File: config.mk
export PLATFORM = sky130hd
export DESIGN_NAME = queue_reader
export DESIGN_NICKNAME = d
export VERILOG_FILES = /design/src/rtl/queue_reader_pkg.sv /design/src/rtl/reader_skid_buf.sv /design/src/rtl/queue_reader.sv
export SDC_FILE = /design/constraint.sdc
export NUM_CORES = 1
export LEC_CHECK = 0
export BUFFER_PORTS_ARGS = -buffer_cell sky130_fd_sc_hd__buf_2
export CORE_ASPECT_RATIO = 0.75
export CORE_MARGIN = 5
export CORE_UTILIZATION = 46
export CTS_CLUSTER_DIAMETER = 80
export DETAILED_ROUTE_END_ITERATION = 10
export GPL_TIMING_DRIVEN = 0
export PLACE_DENSITY = 0.66
export SETUP_SLACK_MARGIN = 0.05
export SLEW_MARGIN = 15
export SYNTH_ARGS = -nofsm -noshare
export SYNTH_HDL_FRONTEND = slang
export SYNTH_SLANG_ARGS = --single-unit
export TNS_END_PERCENT = 50
File: constraint.sdc
create_clock -name clk -period 2.3 [get_ports clk]
set_clock_uncertainty 0.05 [all_clocks]
set_input_delay 0.23 -clock clk [delete_from_list [all_inputs] [get_ports clk]]
set_output_delay 0.23 -clock clk [all_outputs]
set_load 0.01 [all_outputs]
File: src/rtl/queue_reader_pkg.sv
// -----------------------------------------------------------------------------
// queue_reader_pkg
//   Shared definitions for the queue reader block.
//   - state_t    : controller state encoding (IDLE / RUN / DRAIN)
//   - BUF_DEPTH  : number of entries in the output skid buffer (fixed at 2)
//   - OCC_W      : width of the buffer occupancy count (0..BUF_DEPTH)
//   - pending_fits: helper that decides whether one more read can be issued
//                   without the buffer overflowing when its data lands.
// -----------------------------------------------------------------------------
package queue_reader_pkg;

    localparam int BUF_DEPTH = 2;
    localparam int OCC_W     = 2;

    typedef enum logic [1:0] {
        ST_IDLE  = 2'd0,
        ST_RUN   = 2'd1,
        ST_DRAIN = 2'd2
    } state_t;

    // Words already committed to the buffer (occupied entries plus a word
    // still in flight from the queue), less the word leaving this cycle,
    // must stay below the buffer depth for one more read to be safe.
    function automatic logic pending_fits(input logic [OCC_W-1:0] occ,
                                          input logic             inflight,
                                          input logic             pop);
        logic [2:0] committed;
        logic [2:0] limit;
        committed = {1'b0, occ} + {2'b00, inflight};
        limit     = 3'(BUF_DEPTH) + {2'b00, pop};
        return (committed < limit);
    endfunction

endpackage

File: src/rtl/reader_skid_buf.sv
// -----------------------------------------------------------------------------
// reader_skid_buf
//   Two-entry FIFO sitting between the queue read port and the downstream
//   stream. Entry 0 is always the oldest word and drives `data` directly, so
//   the downstream sees a registered output with no read mux.
//
//   Ports
//     clk        in   clock, rising edge
//     reset      in   asynchronous, active-low reset; empties the buffer
//     push       in   write push_data at this edge
//     push_data  in   WIDTH word to store
//     pop        in   drop the oldest word at this edge (ignored when empty)
//     data       out  oldest stored word
//     occ        out  number of stored words (0..BUF_DEPTH)
//
//   The caller guarantees no push while full without a simultaneous pop; a
//   push that would overflow is dropped rather than corrupting entry order.
// -----------------------------------------------------------------------------
module reader_skid_buf
    import queue_reader_pkg::*;
#(
    parameter int WIDTH = 16
) (
    input  logic             clk,
    input  logic             reset,
    input  logic             push,
    input  logic [WIDTH-1:0] push_data,
    input  logic             pop,
    output logic [WIDTH-1:0] data,
    output logic [OCC_W-1:0] occ
);

    localparam logic [OCC_W-1:0] OCC_FULL = OCC_W'(BUF_DEPTH);

    logic [WIDTH-1:0] entry0;
    logic [WIDTH-1:0] entry1;
    logic             do_pop;

    // A pop against an empty buffer has nothing to remove.
    assign do_pop = pop && (occ != '0);

    always_ff @(posedge clk or negedge reset) begin
        if (!reset) begin
            entry0 <= '0;
            entry1 <= '0;
            occ    <= '0;
        end else begin
            unique case ({push, do_pop})
                2'b10: begin
                    if (occ == '0) begin
                        entry0 <= push_data;
                        occ    <= occ + 1'b1;
                    end else if (occ == OCC_W'(1)) begin
                        entry1 <= push_data;
                        occ    <= occ + 1'b1;
                    end
                end
                2'b01: begin
                    entry0 <= entry1;
                    occ    <= occ - 1'b1;
                end
                2'b11: begin
                    // Occupancy is unchanged; the new word goes behind
                    // whatever survives the pop so order is preserved.
                    if (occ == OCC_FULL) begin
                        entry0 <= entry1;
                        entry1 <= push_data;
                    end else begin
                        entry0 <= push_data;
                    end
                end
                default: begin
                end
            endcase
        end
    end

    assign data = entry0;

endmodule

File: src/rtl/queue_reader.sv
// -----------------------------------------------------------------------------
// queue_reader
//   Drains a synchronous queue with one-cycle registered read latency and
//   presents the words, in order, on a valid/ready stream.
//
//   Ports
//     clk          in   clock, rising edge
//     reset        in   asynchronous, active-low reset
//     enable       in   high permits new queue reads
//     q_empty      in   queue empty flag for the current cycle
//     q_dout       in   queue data, valid the cycle after q_read
//     q_read       out  one-cycle read strobe to the queue
//     m_valid      out  downstream word available
//     m_ready      in   downstream accepts the word
//     m_data       out  oldest buffered word
//     busy         out  state not IDLE, buffer occupied or read in flight
//     words_read   out  16-bit wrapping count of words delivered downstream
//     dbg_state    out  controller state
//     dbg_occ      out  skid buffer occupancy
//     dbg_inflight out  a queue read issued last cycle is landing this edge
//
//   Stream handshake: a word transfers on every rising edge where m_valid and
//   m_ready are both high. m_valid never depends on m_ready, and once m_valid
//   is high it and m_data hold until that transfer happens.
//
//   q_read looks at m_ready combinationally so a word leaving the buffer
//   frees room for a read in the same cycle; this is what sustains one word
//   per cycle with only two buffer entries.
// -----------------------------------------------------------------------------
module queue_reader
    import queue_reader_pkg::*;
#(
    parameter int WIDTH = 16
) (
    input  logic             clk,
    input  logic             reset,
    input  logic             enable,
    input  logic             q_empty,
    input  logic [WIDTH-1:0] q_dout,
    output logic             q_read,
    output logic             m_valid,
    input  logic             m_ready,
    output logic [WIDTH-1:0] m_data,
    output logic             busy,
    output logic [15:0]      words_read,
    output state_t           dbg_state,
    output logic [OCC_W-1:0] dbg_occ,
    output logic             dbg_inflight
);

    state_t           state;
    logic             inflight;
    logic [OCC_W-1:0] occ;
    logic             pop;
    logic             room;

    assign m_valid = (occ != '0);
    assign pop     = m_valid && m_ready;
    assign room    = pending_fits(occ, inflight, pop);

    // Reads happen only in RUN. The enable term matters on the cycle enable
    // falls: the state is still RUN but no further reads should go out.
    assign q_read  = (state == ST_RUN) && enable && !q_empty && room;

    // The word requested last cycle is on q_dout now; capture it.
    reader_skid_buf #(
        .WIDTH (WIDTH)
    ) u_skid_buf (
        .clk       (clk),
        .reset     (reset),
        .push      (inflight),
        .push_data (q_dout),
        .pop       (pop),
        .data      (m_data),
        .occ       (occ)
    );

    always_ff @(posedge clk or negedge reset) begin
        if (!reset) begin
            state      <= ST_IDLE;
            inflight   <= 1'b0;
            words_read <= '0;
        end else begin
            inflight <= q_read;
            if (pop) begin
                words_read <= words_read + 16'd1;
            end
            unique case (state)
                ST_IDLE: begin
                    if (enable) begin
                        state <= ST_RUN;
                    end
                end
                ST_RUN: begin
                    if (!enable) begin
                        state <= ST_DRAIN;
                    end
                end
                ST_DRAIN: begin
                    // Re-enabling wins over finishing the drain so a short
                    // enable glitch does not bounce through IDLE.
                    if (enable) begin
                        state <= ST_RUN;
                    end else if (!inflight && (occ == '0)) begin
                        state <= ST_IDLE;
                    end
                end
                default: begin
                    state <= ST_IDLE;
                end
            endcase
        end
    end

    assign busy         = (state != ST_IDLE) || (occ != '0) || inflight;
    assign dbg_state    = state;
    assign dbg_occ      = occ;
    assign dbg_inflight = inflight;

endmodule

## Yosys cells after proc, flatten, opt, wreduce, memory -nomap -nowiden

Cells that the tools add are included.

- ROM bits: 0
- Register bits after elaboration: 53
- RAM bits: 0
- Memories: 0
- Bits of input ports: 21
- Bits in latches: 0
- Word-level logic and storage cells: 63
- Output and inout bits: 40

- Equal/unequal tests: 15
- Bitwise logic cells: 0
- Muxes and demuxes: 15
- Order comparisons: 1
- Reduce and logical (&&, ||, !) cells: 21
- Multiply operators: 0
- Divide/modulo/power cells: 0
- Shifts and indexed selects: 0
- $add $sub $neg: 5

Operator list:

| operator | count |
|---|---|
| 16-bit 2-to-1 mux | 5 |
| 16-bit case mux with 3 select lines | 1 |
| 16-bit case mux with 2 select lines | 1 |
| 16-bit by 1-bit adder with 16-bit output (second input constant) | 1 |
| 2-bit 2-to-1 mux | 6 |
| 2-bit equality test (second input constant) | 4 |
| 2-bit inequality test (second input constant) | 4 |
| 2-bit nonzero test | 4 |
| 2-bit by 1-bit equality test with 1-bit output (second input constant) | 3 |
| 1-bit logical AND | 6 |
| 2-bit case mux with 3 select lines | 1 |
| 2-bit logical NOT | 2 |
| 2-bit by 1-bit inequality test with 1-bit output (second input constant) | 2 |
| 2-bit case mux with 2 select lines | 1 |
| 2-bit AND reduction | 2 |
| 4-bit AND reduction | 1 |
| 2-bit by 1-bit adder with 3-bit output | 1 |
| 2-bit by 1-bit adder with 3-bit output (first input constant) | 1 |
| 3-bit < comparator | 1 |
| 3-bit by 2-bit inequality test with 1-bit output (second input constant) | 1 |
| 3-bit inequality test (second input constant) | 1 |
| 3-bit AND reduction | 1 |
| 3-bit nonzero test | 1 |
| 2-bit by 1-bit adder with 2-bit output (second input constant) | 1 |
| other kinds (3) | 5 |

## Longest topological paths before layout

Gate-level depths: netlist of run 1.

- Depth in word-level cells: 6
- Mapped depth: 9
- Mapped depth without buffers: 9

## Hierarchy

Synthesis of run 1 repeated with hierarchy kept, for this count alone.

- Cells, all modules: 194
- Area total of the unflattened synthesis: 2489.9 µm²

By module, submodules not included:

| module | area each (µm²) | sequential area each (µm²) | times used | cells an instance |
|---|---|---|---|---|
| reader_skid_buf | 1590.3 | 850.8 | 1 | 117 |
| queue_reader | 899.6 | 475.5 | 1 | 77 |

## Worst setup path after synthesis of run 1

OpenSTA, ideal clock, no wires.

- Path type: register to register
- Start point: register u_skid_buf.occ[0]
- End point: register u_skid_buf.entry1[10]
- Setup slack: 125 ps
- Library setup time: 125 ps
- Arrival: 2000 ps
- Cell stages (with the launch flop): 9
- Clock period less this slack: 2175 ps
- Path buffers: 1
- Required time: 2125 ps
- Cell sequence: dfrtp_1 -> inv_1 -> ha_1 -> nor2b_1 -> ha_1 -> nand2b_1 -> nand4b_4 -> buf_4 -> mux2_2

- Longest elaborated chain between the ends: 6
- Elaborated cells on any way between the ends: 14
- Those cells by class: eq/ne: 7; mux: 1; reduce/logical: 6

Ends and longest elaborated chain:

| element | line | text |
|---|---|---|
| start, declared | reader_skid_buf.sv:30 | `output logic [OCC_W-1:0] occ` |
| start signal, assigned | reader_skid_buf.sv:52 | `occ <= occ + 1'b1;` |
| start signal, assigned | reader_skid_buf.sv:55 | `occ <= occ + 1'b1;` |
| start signal, assigned | reader_skid_buf.sv:60 | `occ <= occ - 1'b1;` |
| 2-bit nonzero test | reader_skid_buf.sv:40, queue_reader.sv:57 |  |
| 1-bit logical AND | queue_reader.sv:58 | `assign pop = m_valid && m_ready;` |
| 1-bit logical AND | reader_skid_buf.sv:40 | `assign do_pop = pop && (occ != '0);` |
| 2-bit equality test | reader_skid_buf.sv:48 | `unique case ({push, do_pop})` |
| 2-bit by 1-bit inequality test with 1-bit output (no line), or another cell as far along | n/a |  |
| 4-bit AND reduction (no line) | n/a |  |
| end signal, assigned | reader_skid_buf.sv:54 | `entry1 <= push_data;` |
| end signal, assigned | reader_skid_buf.sv:67 | `entry1 <= push_data;` |
| end, declared | reader_skid_buf.sv:36 | `logic [WIDTH-1:0] entry1;` |

Several ways; a longest one is shown, not always the timed one.
A chain may end at the register's enable or synchronous reset.

## Worst setup path in the final report of run 1

- Start point: register u_skid_buf.occ[0]
- End point: output port q_read

- Longest elaborated chain between the ends: 5
- Elaborated cells on any way between the ends: 6
- Those cells by class: add/sub: 2; order compare: 1; reduce/logical: 3

Ends and longest elaborated chain:

| element | line | text |
|---|---|---|
| 2-bit nonzero test | queue_reader.sv:57 | `assign m_valid = (occ != '0);` |
| 1-bit logical AND | queue_reader.sv:58 |  |
| 2-bit by 1-bit adder with 3-bit output | queue_reader_pkg.sv:30 | `limit = 3'(BUF_DEPTH) + {2'b00, pop};` |
| 3-bit < comparator (*) | queue_reader_pkg.sv:31 | `return (committed < limit);` |
| 1-bit logical AND (*) | queue_reader.sv:63 | `assign q_read = (state == ST_RUN) && enable && !q_empty && room;` |
| end, declared | queue_reader.sv:40 | `output logic q_read,` |

Every way passes the cells marked *; elsewhere a longest branch is shown, timed or not.

==> results of run 1 <==
-- power breakdown --
| part | internal (W) | leakage (nW) | total [W] | switching (W) |
|---|---|---|---|---|
| Sequential | 0.00130 | 0.653 | 0.00153 | 0.000236 |
| Clock | 0.000245 | 0.0512 | 0.000548 | 0.000303 |
| Combinational | 0.000688 | 0.795 | 0.00144 | 0.000748 |
-- worst max-delay path, cell delays in order (launching register included) --
cell and delay, ps:
sky130_fd_sc_hd__dfrtp_2 370, sky130_fd_sc_hd__inv_1 90, sky130_fd_sc_hd__ha_2 250, sky130_fd_sc_hd__nor2b_2 130, sky130_fd_sc_hd__buf_6 140, sky130_fd_sc_hd__or2b_1 230
sky130_fd_sc_hd__a21oi_1 170, sky130_fd_sc_hd__buf_2 160
-- flip-flops by register name, summed over array words and instances, names as in the netlist --
register / cells
u_skid_buf.entry1: 16
words_read: 16
dbg_state: 2
dbg_inflight: 1
u_skid_buf.data: 16
u_skid_buf.occ: 2
-- worst min path at each step --
stage / from / to / slack, ps
2_1_floorplan: reset / dbg_inflight / -120
5_1_grt: enable / dbg_state[1] / 40
3_5_place_dp: reset / words_read[9] / 270
3_3_place_gp: enable / dbg_state[1] / 370
4_1_cts: enable / dbg_state[1] / 40
6_report: enable / dbg_state[1] / 50
-- area by class of cell --
cell class	count	area (µm²)
repair buffers	63	328
fillers	457	2230
well taps	75	93.8
flip-flops and latches	53	1330
plain buffers	7	57.6
clock buffers	6	82.6
multi-input cells	144	1170
inverters	6	22.5
clock inverters	2	13.8
-- per-stage QoR --
| stage | std cells | setup TNS (ps) | utilization | hold slack (ps) |
|---|---|---|---|---|
| 2_1_floorplan | 210 | 0 | - | -116 |
| 3_3_place_gp | 345 | -1790 | 0.547 | 372 |
| 3_5_place_dp | 345 | -2670 | 0.547 | 267 |
| 4_1_cts | 356 | 0 | 0.574 | 37.7 |
| 5_1_grt | 356 | 0 | 0.581 | 43.6 |
| 6_report | 356 | 0 | 0.581 | 49.1 |
-- placed cells by master, fill, tap and decap left out, types with 3 or more instances in the layout --
cell                       count
sky130_fd_sc_hd__buf_2        60
sky130_fd_sc_hd__dfrtp_1      52
sky130_fd_sc_hd__nor2_1       39
sky130_fd_sc_hd__mux2_2       18
sky130_fd_sc_hd__xnor2_1      12
sky130_fd_sc_hd__a221oi_1     11
sky130_fd_sc_hd__ha_1          8
sky130_fd_sc_hd__inv_1         6
sky130_fd_sc_hd__buf_4         6
sky130_fd_sc_hd__nand3_1       6
sky130_fd_sc_hd__clkbuf_8      6
sky130_fd_sc_hd__nand2_1       5
sky130_fd_sc_hd__a21oi_1       5
sky130_fd_sc_hd__a221oi_2      5
sky130_fd_sc_hd__ha_2          4
sky130_fd_sc_hd__nand2b_1      3
sky130_fd_sc_hd__xor2_1        3
-- synthesized netlist by cell type, drive strengths merged (2+ instances only) --
cell    count  area (µm²)
nand3       8        50.1
buf         7        52.5
nor2b       3        21.3
a221oi     16         140
ha         12         150
xor2        3        26.3
a21oi       7        46.3
xnor2      13         121
inv         6        22.5
and4        2        20.0
mux2       18         203
dfrtp      53        1330
nand2       5        18.8
nor2       39         146
nand2b      3        18.8
nand4       3        33.8
and3        2        12.5
-- kinds of logic after synthesis --
group                    synth area share
flip-flops                          0.527
multiplexers                       0.0845
AO/OA/AOI/OAI                      0.0806
buffers and inverters              0.0298
adder cells (fa/ha/maj)            0.0597
AND/OR/NAND/NOR                     0.160
XOR/XNOR                           0.0587
-- routing by layer --
layer / GRT usage / wire length [µm]
met3: 0.0425 / 324
met1: 0.225 / 2520
met4: 0.0426 / 36
met5: 0 / 0
met2: 0.240 / 2260
-- timing repair --
item,CTS,global route
hold buffers,1,0
gates resized for setup,6,11
pin swaps,1,0
endpoints found under the setup margin,26,21
setup buffers,2,0
endpoints found under the hold margin,53,0
==> flow_summary_export.csv, run 1 <==
group,metric,value,unit
timing,timing.slew.headroom,0.558,
grt,first_global_vias,1775,
timing,timing.final.ws_setup,186,ps
detailed_routing,avgRoutedWirePerCell,14.4,µm
synth,postSynth.topFlopCell,"sky130_fd_sc_hd__dfrtp_1",
detailed_routing,finalWirelength,5.14,mm
timing,fmax,473,MHz
synth,ys_seq_elements,53,
timing,finalSetupViolCount,0,
grt,grt_pass1_wl,8.58,mm
placement,gp_routability_congestion,0.791,
worst_hold_path,worstHoldPathCells,2,
setup_path,maximum_fanout_count_along_the_critical_path,7,
detailed_routing,number_of_violations_reported_at_the_end_of_detailed_routing_iteration_0,38,
worst_hold_path,type_of_the_tightest_min_delay_check,"in -> reg",
power_and_ir_drop,static-leakage-power,1.50,nW
grt,antenna_found_initial,0,
synth,yosysSeqAreaShare,0.527,
synth,synth.avg_cell_area,12.0,µm²
setup_path,worstSetupEndpointType,"output pin",
clock_tree,cts_num_sinks,53,
detailed_routing,drc,0,
layout,final_layout_size_suffix_gt1_frac,0.423,
clock_tree,h-tree-depth,2,
floorplan,die_h,74.1,µm
floorplan,core_region_area,5320,µm²
floorplan,floorplan.die_area,7060,µm²
synth,cells_after_synthesis,210,
layout,n_antenna_cell,0,
setup_path,cp-startpoint,"u_skid_buf.occ[0]",
setup_path,setup.worst_path.start_class,"flop",
floorplan,floorplan.io_pins,61,
timing,period_minus_slack,2110,ps
setup_path,reg2reg_depth,8,
layout,finish.net_count,313,
setup_path,rr_startpoint,"u_skid_buf.occ[0]",
detailed_routing,via_count,1736,
floorplan,start_util,0.473,
timing,hold_viol_final,0,
grt,globalRouteOverflowTotal,0,
detailed_routing,antenna_left,0,
layout,syn2layout_area_growth,23.0,%
clock_tree,cts_root_buffer,"sky130_fd_sc_hd__clkbuf_8",
clock_tree,clock_tree_from_tritoncts,"yes",
detailed_routing,post_drt_via_cell_ratio,4.88,
synth,synth_warnings,0,
setup_path,worst-endpoint-arrival,1830,ps
setup_path,crit_path_end,"q_read",
power_and_ir_drop,powerDensity,1140,nW/µm²
power_and_ir_drop,power.total,0.00351,W
timing,grt_setup_unrepaired,"yes",
synth,synth_enable_flop_cells,0,
layout,design_area,3100,µm²
clock_tree,cts.path.max_buffers,2,
setup_path,crit_required,2020,ps
detailed_routing,drtPass1Iterations,4,
clock_tree,worst_setup_hold_path_clk_slew,90,ps
placement,dp_worst_setup_slack,-186,ps
grt,gr-usage-all-layers,0.158,
timing,tightestPinTransition,663,ps
placement,buffer_ports.inserted,60,
clock_tree,clock_insertion_delay_worst_skew,300,ps
placement,post_dp_cell_area,2910,µm²
synth,synth_cell_type_count,35,
setup_path,register_to_register_setup_slack,190,ps
grt,grt_start_max_net_pins,54,
setup_path,critPathKind,"reg -> out",
synth,mappedNetlistNets,243,
timing,final_max_slew_viol_count,0,
setup_path,r2r-end,"u_skid_buf.entry1[12]",
synth,synth_async_reset_ratio,1.00,
synth,mappedNetlistArea,2520,µm²
timing,final.period_utilization,0.919,
run_status,run_status,"finished clean",
clock_tree,numCtsBuffers,5,
floorplan,die_w,95.4,µm
placement,dp_hpwl,3.62,mm
power_and_ir_drop,ir_drop,0.461,mV
floorplan,core.rowCount,23,
job,cap_violations,0,
(Power assumes the default switching activity.)
==> run 2, diff against run 1 <==
Settings changed: CELL_PAD_IN_SITES_DETAIL_PLACEMENT from default to 2, CELL_PAD_IN_SITES_GLOBAL_PLACEMENT from default to 2, CORE_ASPECT_RATIO 0.75 to default, CORE_UTILIZATION 46 to 34, PLACE_DENSITY 0.66 to 0.74.
==> flow_summary_export.csv, run 2 (same netlist as run 1, synthesis figures left out) <==
group,metric,value,unit
layout,fill_cells,819,
layout,final_layout_size_suffix_gt1_frac,0.429,
setup_path,crit_cells,7,
placement,post_dp_cell_area,2940,µm²
power_and_ir_drop,power.total,0.00357,W
floorplan,floorplan.io_pins,61,
floorplan,core.rowCount,31,
clock_tree,worst_setup_hold_path_clk_slew,90,ps
setup_path,cp_cell_sequence,"inv_1 > ha_2 > nor2b_2 > buf_6 > or2b_1 > a21oi_2 > buf_2",
placement,place.detailed.instances,369,
setup_path,setup.worst_path.start_class,"flop",
clock_tree,clock_insertion_delay_worst_skew,300,ps
placement,dp_hpwl,4.60,mm
timing,period_minus_slack,2150,ps
grt,antenna_found_initial,0,
detailed_routing,post_drt_via_cell_ratio,4.89,
power_and_ir_drop,powerDensity,1140,nW/µm²
setup_path,crit_required,2020,ps
clock_tree,cts.path.max_buffers,2,
detailed_routing,drtPass1Iterations,4,
detailed_routing,drc,0,
setup_path,worstSetupEndpointType,"output pin",
layout,most_common_cell_after_layout_fill_and_taps_aside,"sky130_fd_sc_hd__buf_2",
floorplan,floorplan.die_area,9220,µm²
clock_tree,cts_root_buffer,"sky130_fd_sc_hd__clkbuf_8",
power_and_ir_drop,static-leakage-power,1.49,nW
layout,commonest_non_fill_non_tap_cells_in_the_layout,"60 x sky130_fd_sc_hd__buf_2, 50 x sky130_fd_sc_hd__dfrtp_1, 39 x sky130_fd_sc_hd__nor2_1",
setup_path,critical_path_buf_inv_count,3,
timing,timing.slew.headroom,0.534,
timing,setup-tns-final,0,ps
detailed_routing,antenna_left,0,
floorplan,die_w,96.0,µm
layout,finish.net_count,313,
grt,top_usage_layer,"met2",
floorplan,start_util,0.349,
grt,grt_start_max_net_pins,54,
clock_tree,h-tree-depth,2,
timing,hold_viol_final,0,
timing,finalSetupViolCount,0,
grt,met1_usage,0.177,
grt,global_route.usage.met2,0.256,
setup_path,maximum_fanout_count_along_the_critical_path,7,
grt,grt_pass1_wl,10.2,mm
placement,buffer_ports.inserted,60,
detailed_routing,via_count,1854,
setup_path,worst-endpoint-arrival,1870,ps
grt,globalRouteOverflowTotal,0,
layout,syn2layout_area_growth,24.5,%
floorplan,die_h,96.0,µm
power_and_ir_drop,ir_drop,0.383,mV
grt,gr-usage-all-layers,0.144,
floorplan,core_region_area,7210,µm²
timing,fmax,464,MHz
grt,grt_use_met3,0.0258,
grt,first_global_vias,2087,
layout,multi_input_comb_area,1180,µm²
clock_tree,numCtsBuffers,5,
setup_path,max_stage_delay,370,ps
job,cap_violations,0,
placement,gp_routability_congestion,0.715,
layout,area.sequential,1330,µm²
layout,design_area,3130,µm²
timing,tightestPinTransition,699,ps
detailed_routing,number_of_violations_reported_at_the_end_of_detailed_routing_iteration_0,33,
setup_path,reg2reg_depth,8,
layout,final_cells,379,
clock_tree,clock_tree_from_tritoncts,"yes",
worst_hold_path,worstHoldPathCells,2,
setup_path,worst_path_dominant_cell_family,"simple AND/OR/NAND/NOR gates",
setup_path,critical-path-slowest-cell,"sky130_fd_sc_hd__dfrtp_2",
run_status,run_status,"finished clean",
detailed_routing,avgRoutedWirePerCell,16.6,µm
timing,final.period_utilization,0.936,
timing,grt_setup_unrepaired,"yes",
clock_tree,cts_num_sinks,53,
detailed_routing,finalWirelength,6.31,mm
layout,n_antenna_cell,0,
setup_path,critPathKind,"reg -> out",
timing,final_max_slew_viol_count,0,
worst_hold_path,type_of_the_tightest_min_delay_check,"in -> reg",
timing,hold_slack,46.0,ps
-- run 2: final cells by class --
| cell class | instances | share of cell area |
|---|---|---|
| Sequential cell | 53 | 0.425 |
| Multi-Input combinational cell | 144 | 0.376 |
| Tap cell | 99 | 0.0395 |
| Timing Repair Buffer | 63 | 0.105 |
| Buffer | 7 | 0.0196 |
| Clock inverter | 1 | 0.00240 |
| Clock buffer | 6 | 0.0264 |
| Inverter | 6 | 0.00719 |
-- run 2: per-stage QoR --
stage               utilization  setup WS (ps)
global route              0.434           16.0
global placement          0.408           -197
CTS                       0.429           82.7
detailed placement        0.408           -277
finish                    0.434            146
floorplan                     -            125
-- run 2: path summary, 6_finish.rpt --
check / from / slack (ps) / endpoint
max in group asynchronous: reset / 1250 / u_skid_buf.occ[0]
min in group asynchronous: reset / 470 / words_read[7]
max: u_skid_buf.occ[0] / 150 / q_read
max reg2reg: u_skid_buf.occ[0] / 150 / u_skid_buf.entry1[9]
min: enable / 50 / dbg_state[1]
min reg2reg: words_read[12] / 440 / words_read[12]
-- run 2: power by group --
group	internal, W	switching (W)
Clock	0.000239	0.000301
Sequential	0.00130	0.000248
Combinational	0.000700	0.000786
Total	0.00224	0.00134
-- run 2: routing by layer --
metal / routed length (µm) / part of all wire
met4: 87 / 0.014
met3: 218 / 0.035
met2: 3280 / 0.52
met5: 0 / 0
met1: 2720 / 0.43
-- run 2: what timing repair did --
item,CTS,global route
hold endpoints to repair,53,0
gates cloned,0,0
setup buffers,2,0
resized for setup,11,9
setup endpoints to repair,34,19
hold buffers,1,0
==> run 3, diff against run 2 <==
Settings changed: SETUP_SLACK_MARGIN 0.05 to 0.3.
==> flow_summary_export.csv, run 3 (same netlist as run 1, synthesis figures left out) <==
group,metric,value,unit
layout,commonest_non_fill_non_tap_cells_in_the_layout,"60 x sky130_fd_sc_hd__buf_2, 50 x sky130_fd_sc_hd__dfrtp_1, 37 x sky130_fd_sc_hd__nor2_1",
setup_path,r2r-end,"u_skid_buf.data[0]",
power_and_ir_drop,static-leakage-power,1.61,nW
detailed_routing,drc,0,
timing,timing.final.ws_setup,315,ps
power_and_ir_drop,p_sw_frac,0.377,
grt,grt_pass1_wl,10.6,mm
setup_path,cp_cell_sequence,"inv_4 > ha_4 > nor2b_4 > ha_4 > nor2b_4 > a21oi_4 > buf_6 > a221oi_2 > nor2_1",
setup_path,rr_startpoint,"u_skid_buf.occ[0]",
timing,final_max_slew_viol_count,0,
timing,grt_setup_unrepaired,"yes",
setup_path,maximum_fanout_count_along_the_critical_path,5,
timing,setup-tns-final,0,ps
placement,dp_hpwl,4.59,mm
detailed_routing,drtPass1Iterations,4,
setup_path,register_to_register_setup_slack,310,ps
power_and_ir_drop,share_seq_of_total_power,0.391,
layout,syn2layout_area_growth,37.1,%
power_and_ir_drop,portion_of_total_power_attributed_to_combinational_logic,0.455,
power_and_ir_drop,powerDensity,1170,nW/µm²
timing,final.period_utilization,0.863,
detailed_routing,wl_met1,2.99,mm
detailed_routing,top_signal_layer_used,"met4",
timing,hold_viol_final,0,
power_and_ir_drop,p_int,0.00251,W
worst_hold_path,hold-path-endpoint,"dbg_state[1]",
power_and_ir_drop,ir_drop,0.483,mV
placement,post_dp_cell_area,2960,µm²
power_and_ir_drop,power.clock.fraction,0.154,
clock_tree,clock_insertion_delay_worst_skew,300,ps
timing,hold_slack,52.8,ps
detailed_routing,avgRoutedWirePerCell,17.8,µm
timing,tightestPinTransition,694,ps
layout,finish.net_count,325,
timing,fmax,504,MHz
timing,finalSetupViolCount,0,
worst_hold_path,min-delay-start,"enable",
timing,timing.slew.headroom,0.537,
setup_path,worstSetupEndpointType,"flop",
floorplan,core_region_area,7210,µm²
placement,gp_routability_congestion,0.685,
setup_path,max_stage_delay,400,ps
worst_hold_path,type_of_the_tightest_min_delay_check,"in -> reg",
setup_path,setup.worst_path.start_class,"flop",
floorplan,start_util,0.349,
grt,gr-usage-all-layers,0.147,
grt,globalRouteOverflowTotal,0,
setup_path,critPathKind,"reg -> reg",
placement,dp_worst_setup_slack,-9.51,ps
floorplan,floorplan.io_pins,61,
clock_tree,numCtsBuffers,5,
layout,design_area,3450,µm²
grt,first_global_vias,2181,
timing,period_minus_slack,1990,ps
detailed_routing,finalWirelength,6.96,mm
job,cap_violations,0,
grt,grt_start_max_net_pins,54,
setup_path,crit_required,2430,ps
grt,antenna_found_initial,0,
layout,final_layout_size_suffix_gt1_frac,0.517,
detailed_routing,via_count,1938,
clock_tree,cts.path.max_buffers,2,
floorplan,core.rowCount,31,
layout,most_common_cell_after_layout_fill_and_taps_aside,"sky130_fd_sc_hd__buf_2",
clock_tree,cts_root_buffer,"sky130_fd_sc_hd__clkbuf_8",
placement,buffer_ports.inserted,60,
clock_tree,clock_tree_from_tritoncts,"yes",
floorplan,floorplan.die_area,9220,µm²
detailed_routing,number_of_violations_reported_at_the_end_of_detailed_routing_iteration_0,31,
clock_tree,worst_setup_hold_path_clk_slew,90,ps
floorplan,die_h,96.0,µm
layout,n_antenna_cell,0,
clock_tree,cts_num_sinks,53,
floorplan,die_w,96.0,µm
layout,postLayoutCoreUtil,0.478,
detailed_routing,antenna_left,0,
worst_hold_path,worstHoldPathCells,2,
setup_path,worst-endpoint-arrival,2120,ps
setup_path,critical-path-slowest-cell,"sky130_fd_sc_hd__dfrtp_2",
detailed_routing,met3WireLength,209,µm
setup_path,reg2reg_depth,9,
detailed_routing,met2_wirelength,3.66,mm
clock_tree,h-tree-depth,2,
run_status,run_status,"finished clean",
detailed_routing,post_drt_via_cell_ratio,4.96,
power_and_ir_drop,p_sw,0.00151,W
==> run 3: cell count changes in the layout (fill, tap and decap cells not counted), sizes merged <==
cell and change:
clkbuf -1, clkinvlp -1, buf +12, clkinv +1
bufinv +1
==> run 3: final cells by class <==
class / instances / area (µm²)
clock buffer: 5 / 68.8
multi-input combinational: 144 / 1340
buffer: 7 / 72.6
fill: 757 / 3760
inverter: 6 / 27.5
sequential: 53 / 1330
timing repair buffer: 75 / 455
tap: 99 / 124
clock inverter: 2 / 35.0
==> run 3: worst max-delay path by stage <==
stage,to,from,cells past startpoint
finish,u_skid_buf.data[0],u_skid_buf.occ[0],9
global route,u_skid_buf.data[0],u_skid_buf.occ[0],9
CTS,u_skid_buf.entry1[7],u_skid_buf.occ[0],8
detailed placement,u_skid_buf.data[0],u_skid_buf.occ[0],9
global placement,u_skid_buf.data[1],u_skid_buf.occ[0],9
floorplan,u_skid_buf.entry1[10],u_skid_buf.occ[0],8
==> run 3: critical path: cells and delay by family (launching register included) <==
family	cells	cell delay, ps
and+or+nand+nor	3	500
AOI/OAI and AO/OA	2	320
buffers and inverters	2	220
adders and majority gates	2	370
DFF	1	400
==> run 3: through the flow <==
stage                     std cells  total power (W)
after global placement          369          0.00291
after floorplan                 210          0.00244
after detailed placement        369          0.00300
final                           391          0.00402
after global routing            391          0.00432
after CTS                       384          0.00383
==> run 3: repair_timing <==
| action | CTS | global route |
|---|---|---|
| buffers inserted | 7 | 5 |
| hold buffers | 1 | 0 |
| setup endpoints to repair | 35 | 29 |
| pin swaps | 5 | 15 |
| endpoints found under the hold margin | 53 | 0 |
| cloned | 0 | 2 |
| resized for setup | 22 | 27 |
==> run 3: power by group through the flow <==
| stage | logic [W] | clock network (W) | registers, W |
|---|---|---|---|
| after floorplan | 0.000798 | 0 | 0.00164 |
| after global placement | 0.00135 | 0 | 0.00157 |
| after detailed placement | 0.00141 | 0 | 0.00159 |
| after CTS | 0.00163 | 0.000641 | 0.00156 |
| after global routing | 0.00202 | 0.000678 | 0.00162 |
| final | 0.00183 | 0.000621 | 0.00157 |
==> run 3: routing by layer <==
layer / GRT usage / vias to the layer above
met2: 0.273 / 35
met3: 0.0235 / 7
met1: 0.174 / 996
met5: 0 / -
met4: 0.0415 / 0
li1: - / 900
